==> config.mk <==
export PLATFORM = sky130hd
export DESIGN_NAME = regfile_write_arbiter_flat
export DESIGN_NICKNAME = d
export VERILOG_FILES = /design/src/rtl/regfile_write_arbiter_if.sv /design/src/rtl/regfile_write_arbiter.sv /design/src/flat_wrapper.sv
export SDC_FILE = /design/constraint.sdc
export NUM_CORES = 1
export LEC_CHECK = 0
export ABC_AREA = 1
export BUFFER_PORTS_ARGS = -buffer_cell sky130_fd_sc_hd__buf_2
export CAP_MARGIN = 20
export CORE_ASPECT_RATIO = 1.5
export CORE_MARGIN = 2
export CORE_UTILIZATION = 29
export CTS_CLUSTER_DIAMETER = 80
export CTS_CLUSTER_SIZE = 30
export DETAILED_ROUTE_END_ITERATION = 7
export HOLD_SLACK_MARGIN = 0.15
export PLACE_DENSITY = 0.51
export SETUP_SLACK_MARGIN = 0.5
export SLEW_MARGIN = 20
export SYNTH_ARGS = -nofsm -noshare
export SYNTH_HDL_FRONTEND = slang
export SYNTH_SLANG_ARGS = --single-unit
==> constraint.sdc <==
create_clock -name clk -period 2.97 [get_ports clk]
set_input_delay 0.1485 -clock clk [delete_from_list [all_inputs] [get_ports clk]]
set_output_delay 0.1485 -clock clk [all_outputs]
set_load 0.03 [all_outputs]
==> src/rtl/regfile_write_arbiter_if.sv <==
// Writeback request bundle for requesters A (ALU) and B (memory load):
// valid/ready handshake with destination register and value per requester.
interface regfile_write_arbiter_if #(
    parameter int ADDR_W = 5,
    parameter int DATA_W = 32
);
    logic              a_valid;
    logic              a_ready;
    logic [ADDR_W-1:0] a_reg;
    logic [DATA_W-1:0] a_data;
    logic              b_valid;
    logic              b_ready;
    logic [ADDR_W-1:0] b_reg;
    logic [DATA_W-1:0] b_data;

    modport master (
        output a_valid, a_reg, a_data, b_valid, b_reg, b_data,
        input  a_ready, b_ready
    );

    modport slave (
        input  a_valid, a_reg, a_data, b_valid, b_reg, b_data,
        output a_ready, b_ready
    );
endinterface

==> src/rtl/regfile_write_arbiter.sv <==
// Shares the register-file write port between two writeback requesters using
// one-entry holding registers, age/round-robin arbitration and a registered output.
module regfile_write_arbiter #(
    parameter int ADDR_W   = 5,
    parameter int DATA_W   = 32,
    parameter int NUM_REGS = 32,
    parameter bit DROP_R0  = 1'b1
) (
    input  logic                  clk,
    input  logic                  rst,
    regfile_write_arbiter_if.slave req,
    output logic                  reg_write,
    output logic [ADDR_W-1:0]     write_reg,
    output logic [DATA_W-1:0]     write_data,
    output logic [NUM_REGS-1:0]   busy_mask
);
    typedef enum logic {PREFER_A = 1'b0, PREFER_B = 1'b1} rr_t;

    logic              full_a, full_b, a_older;
    logic [ADDR_W-1:0] reg_a, reg_b;
    logic [DATA_W-1:0] data_a, data_b;
    rr_t               rr;

    logic              grant_a, grant_b, grant_any;
    logic              acc_a, acc_b, a_older_next;
    logic [ADDR_W-1:0] granted_reg;
    logic [DATA_W-1:0] granted_data;

    // Grant depends only on registered state, never on the incoming valids.
    always_comb begin
        grant_a = full_a;
        grant_b = full_b;
        if (full_a && full_b) begin
            if (reg_a == reg_b) begin
                grant_a = a_older;
                grant_b = ~a_older;
            end else begin
                grant_a = (rr == PREFER_A);
                grant_b = (rr == PREFER_B);
            end
        end
        grant_any    = grant_a | grant_b;
        granted_reg  = grant_b ? reg_b  : reg_a;
        granted_data = grant_b ? data_b : data_a;
    end

    assign req.a_ready = ~rst & (~full_a | grant_a);
    assign req.b_ready = ~rst & (~full_b | grant_b);
    assign acc_a       = req.a_valid & req.a_ready;
    assign acc_b       = req.b_valid & req.b_ready;

    // Age tracks the entries that remain held after this edge.
    always_comb begin
        a_older_next = a_older;
        if (acc_a && acc_b)
            a_older_next = 1'b1;
        else if (acc_a)
            a_older_next = ~(full_b & ~grant_b);
        else if (acc_b)
            a_older_next = full_a & ~grant_a;
    end

    always_ff @(posedge clk) begin
        if (rst) begin
            full_a     <= 1'b0;
            full_b     <= 1'b0;
            reg_a      <= '0;
            reg_b      <= '0;
            data_a     <= '0;
            data_b     <= '0;
            a_older    <= 1'b0;
            rr         <= PREFER_A;
            reg_write  <= 1'b0;
            write_reg  <= '0;
            write_data <= '0;
        end else begin
            if (acc_a) begin
                full_a <= 1'b1;
                reg_a  <= req.a_reg;
                data_a <= req.a_data;
            end else if (grant_a) begin
                full_a <= 1'b0;
            end

            if (acc_b) begin
                full_b <= 1'b1;
                reg_b  <= req.b_reg;
                data_b <= req.b_data;
            end else if (grant_b) begin
                full_b <= 1'b0;
            end

            a_older <= a_older_next;

            if (grant_a)
                rr <= PREFER_B;
            else if (grant_b)
                rr <= PREFER_A;

            reg_write <= grant_any & ~(DROP_R0 && (granted_reg == '0));
            if (grant_any) begin
                write_reg  <= granted_reg;
                write_data <= granted_data;
            end
        end
    end

    always_comb begin
        busy_mask = '0;
        if (full_a)
            busy_mask[reg_a] = 1'b1;
        if (full_b)
            busy_mask[reg_b] = 1'b1;
        if (reg_write)
            busy_mask[write_reg] = 1'b1;
        if (DROP_R0)
            busy_mask[0] = 1'b0;
    end
endmodule

==> src/flat_wrapper.sv <==
// flat-port wrapper written by rule: the top's interface ports become plain ports
module regfile_write_arbiter_flat 
#(
    parameter int ADDR_W   = 5,
    parameter int DATA_W   = 32,
    parameter int NUM_REGS = 32,
    parameter bit DROP_R0  = 1'b1
)
  (clk, rst, reg_write, write_reg, write_data, busy_mask, req_a_valid, req_a_reg, req_a_data, req_b_valid, req_b_reg, req_b_data, req_a_ready, req_b_ready);
  regfile_write_arbiter_if #(.ADDR_W(ADDR_W), .DATA_W(DATA_W)) req_i ();
  input  logic clk;
  input  logic rst;
  output logic reg_write;
  output logic [ADDR_W-1:0] write_reg;
  output logic [DATA_W-1:0] write_data;
  output logic [NUM_REGS-1:0] busy_mask;
  input wire logic [$bits(req_i.a_valid)-1:0] req_a_valid;
  input wire logic [$bits(req_i.a_reg)-1:0] req_a_reg;
  input wire logic [$bits(req_i.a_data)-1:0] req_a_data;
  input wire logic [$bits(req_i.b_valid)-1:0] req_b_valid;
  input wire logic [$bits(req_i.b_reg)-1:0] req_b_reg;
  input wire logic [$bits(req_i.b_data)-1:0] req_b_data;
  output wire logic [$bits(req_i.a_ready)-1:0] req_a_ready;
  output wire logic [$bits(req_i.b_ready)-1:0] req_b_ready;
  assign req_i.a_valid = req_a_valid;
  assign req_i.a_reg = req_a_reg;
  assign req_i.a_data = req_a_data;
  assign req_i.b_valid = req_b_valid;
  assign req_i.b_reg = req_b_reg;
  assign req_i.b_data = req_b_data;
  assign req_a_ready = req_i.a_ready;
  assign req_b_ready = req_i.b_ready;
  regfile_write_arbiter #(.ADDR_W(ADDR_W), .DATA_W(DATA_W), .NUM_REGS(NUM_REGS), .DROP_R0(DROP_R0)) u_core (.clk(clk), .rst(rst), .req(req_i), .reg_write(reg_write), .write_reg(write_reg), .write_data(write_data), .busy_mask(busy_mask));
endmodule
## Yosys cells after proc, flatten, opt, wreduce, memory -nomap -nowiden

Index checks and enable logic that the tools add are counted.

| cells by class | value |
|---|---|
| magnitude comparators | 6 |
| equal/unequal tests | 1 |
| mux-type cells | 23 |
| bitwise logic cells | 21 |
| reduce and logical (&&, ||, !) cells | 10 |

Operators with widths:

| operator | count |
|---|---|
| 2-to-1 mux 32 bit | 4 |
| OR 32 bit | 2 |
| less-than comparator 5 x 6 -> 1 bit (second input constant) | 3 |
| demux 1 bit (select 5 bit) | 3 |
| >= comparator 5 x 1 -> 1 bit (second input constant) | 3 |
| 2-to-1 mux 1 bit | 15 |
| inverter 1 bit | 9 |
| bitwise AND 1 bit | 7 |
| nonzero test 2 bit | 3 |
| equality test 5 bit | 1 |
| logical AND 1 bit | 5 |
| logical NOT 5 bit | 1 |
| 2-to-1 mux 5 bit | 1 |
| OR 1 bit | 3 |
| nonzero test 3 bit | 1 |

| word-level totals | value |
|---|---|
| register bits after elaboration | 116 |
| output and inout port bits | 72 |
| logic and storage cells | 72 |

## Logic depth before layout (Yosys ltp)

| depth | value |
|---|---|
| word-level depth | 9 |
| gate-level depth with buffers | 16 |

## Worst setup path after synthesis

OpenSTA, ideal clock, no wires.

| timing path | value |
|---|---|
| kind | register -> register |
| start point | register u_core.reg_b[2] |
| end point | register u_core.a_older |
| setup time | 115 ps |
| arrival time | 1556 ps |
| setup slack | 1299 ps |
| stages on the path, launching flop included | 14 |
| buffers on the path | 2 |
| path through | dfxtp_1 > buf_2 > inv_1 > nand2_1 > nand2_1 > nor2_2 > nand4_1 > nand3_4 > nand2_2 > inv_2 > nand2_4 > buf_6 > a21oi_1 > nor2_1 |

| on the way | value |
|---|---|
| cells in the longest elaborated chain, start to end | 8 |

RTL lines:

| what | line | text |
|---|---|---|
| start: declaration | regfile_write_arbiter.sv:20 | `logic [ADDR_W-1:0] reg_a, reg_b;` |
| start signal: assignment | regfile_write_arbiter.sv:87 | `reg_b <= req.b_reg;` |
| equality test 5 bit * | regfile_write_arbiter.sv:34 | `if (reg_a == reg_b) begin` |
| 2-to-1 mux 1 bit | regfile_write_arbiter.sv:34 |  |
| 2-to-1 mux 1 bit | regfile_write_arbiter.sv:33 | `if (full_a && full_b) begin` |
| OR 1 bit (tied with other cells) | regfile_write_arbiter.sv:47 | `assign req.a_ready = ~rst & (~full_a \| grant_a);` |
| bitwise AND 1 bit (on tied branches) | -- |  |
| bitwise AND 1 bit (tied with other cells) | regfile_write_arbiter.sv:49 | `assign acc_a = req.a_valid & req.a_ready;` |
| 2-to-1 mux 1 bit or logical AND 1 bit (tied branches) | regfile_write_arbiter.sv:57, regfile_write_arbiter.sv:55 |  |
| 2-to-1 mux 1 bit or nonzero test 3 bit (tied branches) | -- |  |
| end signal: assignment | regfile_write_arbiter.sv:93 | `a_older <= a_older_next;` |
| end: declaration | regfile_write_arbiter.sv:19 | `logic full_a, full_b, a_older;` |

Every way passes the cells marked *; elsewhere a longest branch is shown, timed or not. The select of a mux whose other input is x is not followed.
A chain may end at the register's enable or synchronous reset.

## Final worst setup path

| timing path | value |
|---|---|
| start point | register u_core.reg_a[1] |
| end point | output port req_b_ready |

| on the way | value |
|---|---|
| cells in the longest elaborated chain, start to end | 5 |

RTL lines:

| what | line | text |
|---|---|---|
| start: declaration | regfile_write_arbiter.sv:20 |  |
| start signal: assignment | regfile_write_arbiter.sv:79 | `reg_a <= req.a_reg;` |
| equality test 5 bit | regfile_write_arbiter.sv:34 |  |
| 2-to-1 mux 1 bit | regfile_write_arbiter.sv:34 |  |
| 2-to-1 mux 1 bit | regfile_write_arbiter.sv:33 |  |
| OR 1 bit | regfile_write_arbiter.sv:48 | `assign req.b_ready = ~rst & (~full_b \| grant_b);` |
| bitwise AND 1 bit | regfile_write_arbiter.sv:48 |  |
| end: declaration | flat_wrapper.sv:24 | `output wire logic [$bits(req_i.b_ready)-1:0] req_b_ready;` |

Every way passes these cells.

==> qor.csv <==
metric;value;unit
status;complete, no violations;
required time of the critical path;2820;ps
largest cells by area after synthesis;dfxtp_1, nand3_1, nand2_1;
worst slack, placed;541;ps
setup slack after layout;689;ps
first-pass GRT wire length;30900;um
PwrDens;561;nW/um^2
R2R Setup Slk;810;ps
Die Area;20100;um^2
die height;173;um
initial antenna violation count;0;
Post-synth top cells;nand2_1, nand3_1, dfxtp_1, o21ai_0, a21oi_1;
clk sinks;116;
ys flop type;dfxtp_1;
drt pass-1 iters;6;
Hold Crit Start;req_a_valid;
crit start category;flop;
Root Buffer;clkbuf_16;
Worst-path clk slew;60;ps
Net Sw Frac;26.1;%
IO buf count;148;
worst slew pin tran;649;ps
maximum achievable frequency;438;MHz
Syn Area/Cell;7.14;um^2
NetSw;0.00115;W
crit path from;u_core.reg_a[1];
vias in the first global route;5850;
clock skew;6.14;ps
Cell Area, Synth;5500;um^2
global route overflow;0;
gate count after technology mapping;771;
io pins;150;
core area;18500;um^2
Starting Density;29.7;%
post-synth top area share;42.2;%
Max Cap Viol;0;
CP arrival;2130;ps
Ys Warns;0;
final-report hold violation count;0;
cts bufs inserted;17;
FFs w/ async S/R, synth;0;%
leakage;3.67;nW
Final GP Congestion;0.874;
clock network power share;47.9;%
number of synthesized register bits;116;
cell taking the most area after synthesis;dfxtp_1;
HPWL Detailed;13000;um
register share of total power;39.1;%
worst r2r src;u_core.reg_a[1];
largest net degree at the start of global routing;54;
RSZ-0062 raised after global routing;no;
hold slack;164;ps
CP Max Fanout;23;
max layer used;met4;
H-tree Lvls;4;
Initial DRC Count;403;
Worst-Skew Late Latency;420;ps
combinational share of power;13.1;%
final setup TNS;0;ps
count of pins over their slew limit;0;
Area Overhead vs Synth;43.3;%
CTS tree;built;
Metal-1 WL;8180;um
max_slew headroom;56.4;%
post-synthesis sequential area ratio;42.2;%
WL final;19500;um
count of final setup violators;0;
worst hold path type;input pin to flop;
total chip power;0.00442;W
routed length on met3;693;um
most frequent cell after synthesis;nand2_1;
Post-route DRC;0;
CTS Buffer Depth;2;
met2 wire length;10200;um
crit share post-route;76.8;%
Post-synth EDFFs;0;
biggest registers after layout;u_core.data_a x32, u_core.data_b x32, u_core.write_data x32;
fraction of layout instances using a drive strength above 1;25.1;%
worst vdd ir;0.390;mV
Row Count;61;
Internal;0.00327;W
DR vias;6080;
Routed Antenna Nets;0;
vias per inst;4.86;
post-layout util;42.5;%
Final Critical Period;2280;ps
Die W;116;um
nets;1064;
Synth cell types;27;
DR WL/cell;15.6;um
overall routing resource usage;19.8;%
Net Count, Synth;849;
# diodes;0;
crit end category;primary output;
worst setup path class;flop to primary output;
-- per-stage QoR --
stage	instance area [um^2]	std cells
6_report	7890	1251
5_1_grt	7890	1251
4_1_cts	7870	1251
3_5_place_dp	6460	1140
3_3_place_gp	6460	1140
2_1_floorplan	5500	771
-- placed cells by master, fill, tap and decap left out, types with 2 or more instances in the layout --
cell           count
a21oi_1           40
buf_2            148
dfxtp_2            4
clkbuf_16         17
nand2_1          193
nand2_2            4
clkbuf_8           3
nand3_1          188
nand3_2           21
buf_12             2
bufinv_16          3
o21ai_0           50
nor2_2             2
inv_2              4
nor2_1             6
inv_1             18
clkinvlp_4         4
dfxtp_1          112
nor3_1            36
nand3_4            2
o21ai_1           24
clkinv_2           4
dlygate4sd3_1     75
buf_4             28
-- what timing repair did --
action	4_1_cts	5_1_grt
setup buffers	3	0
hold buffers	75	0
endpoints found under the setup margin	2	3
gates resized for setup	5	6
cloned	1	0
pin swaps	2	0
endpoints found under the hold margin	77	0
-- power by group through the flow --
stage	clock (W)	sequential [W]	combinational, W
5_1_grt	0.00222	0.00174	0.000636
3_3_place_gp	0	0.00176	0.000490
3_5_place_dp	0	0.00176	0.000493
6_report	0.00212	0.00173	0.000578
4_1_cts	0.00215	0.00173	0.000577
2_1_floorplan	0	0.00178	0.000288
-- cell type report --
class | instances | area [um^2]
clock buffers | 20 | 467
multi-input cells | 574 | 2790
inverters | 24 | 98.8
flip-flops and latches | 116 | 2330
repair buffers | 253 | 1740
fillers | 1960 | 10700
clock inverters | 12 | 153
well taps | 252 | 315
-- path summary, 6_finish.rpt --
path                        to  depth (start not counted)
min reg2reg  u_core.data_b[11]                          2
max                req_b_ready                         11
min          u_core.data_a[18]                          3
max reg2reg   u_core.reg_write                         15
-- logic make-up (layout without fill, tap and decap cells) --
group / after synthesis / in the layout / share of synthesized area [%]
xor gates and xnor gates: 1 / 1 / 0.159
AOI/OAI and AO/OA: 116 / 116 / 10.6
and+or+nand+nor: 455 / 456 / 39.3
other: 1 / 1 / 0.0681
buffers and inverters: 82 / 309 / 7.59
DFF: 116 / 116 / 42.2
-- per-layer routing --
| layer | vias to the layer above | global-route usage, % |
|---|---|---|
| met5 | - | 0 |
| met1 | 2824 | 23.6 |
| met3 | 28 | 3.33 |
| met4 | 0 | 7.89 |
| met2 | 167 | 34.7 |
| li1 | 3061 | - |
-- worst max-delay path, cell delays in order (launching register included) --
cell	delay, ps
dfxtp_1	400
inv_1	110
nand2_1	70
nand2_1	50
nor2_1	150
nand3_1	100
nand2_2	130
nand3_4	120
nand3_4	90
nand2_2	90
inv_8	170
buf_2	230
Power figures use the tool's default switching activity.
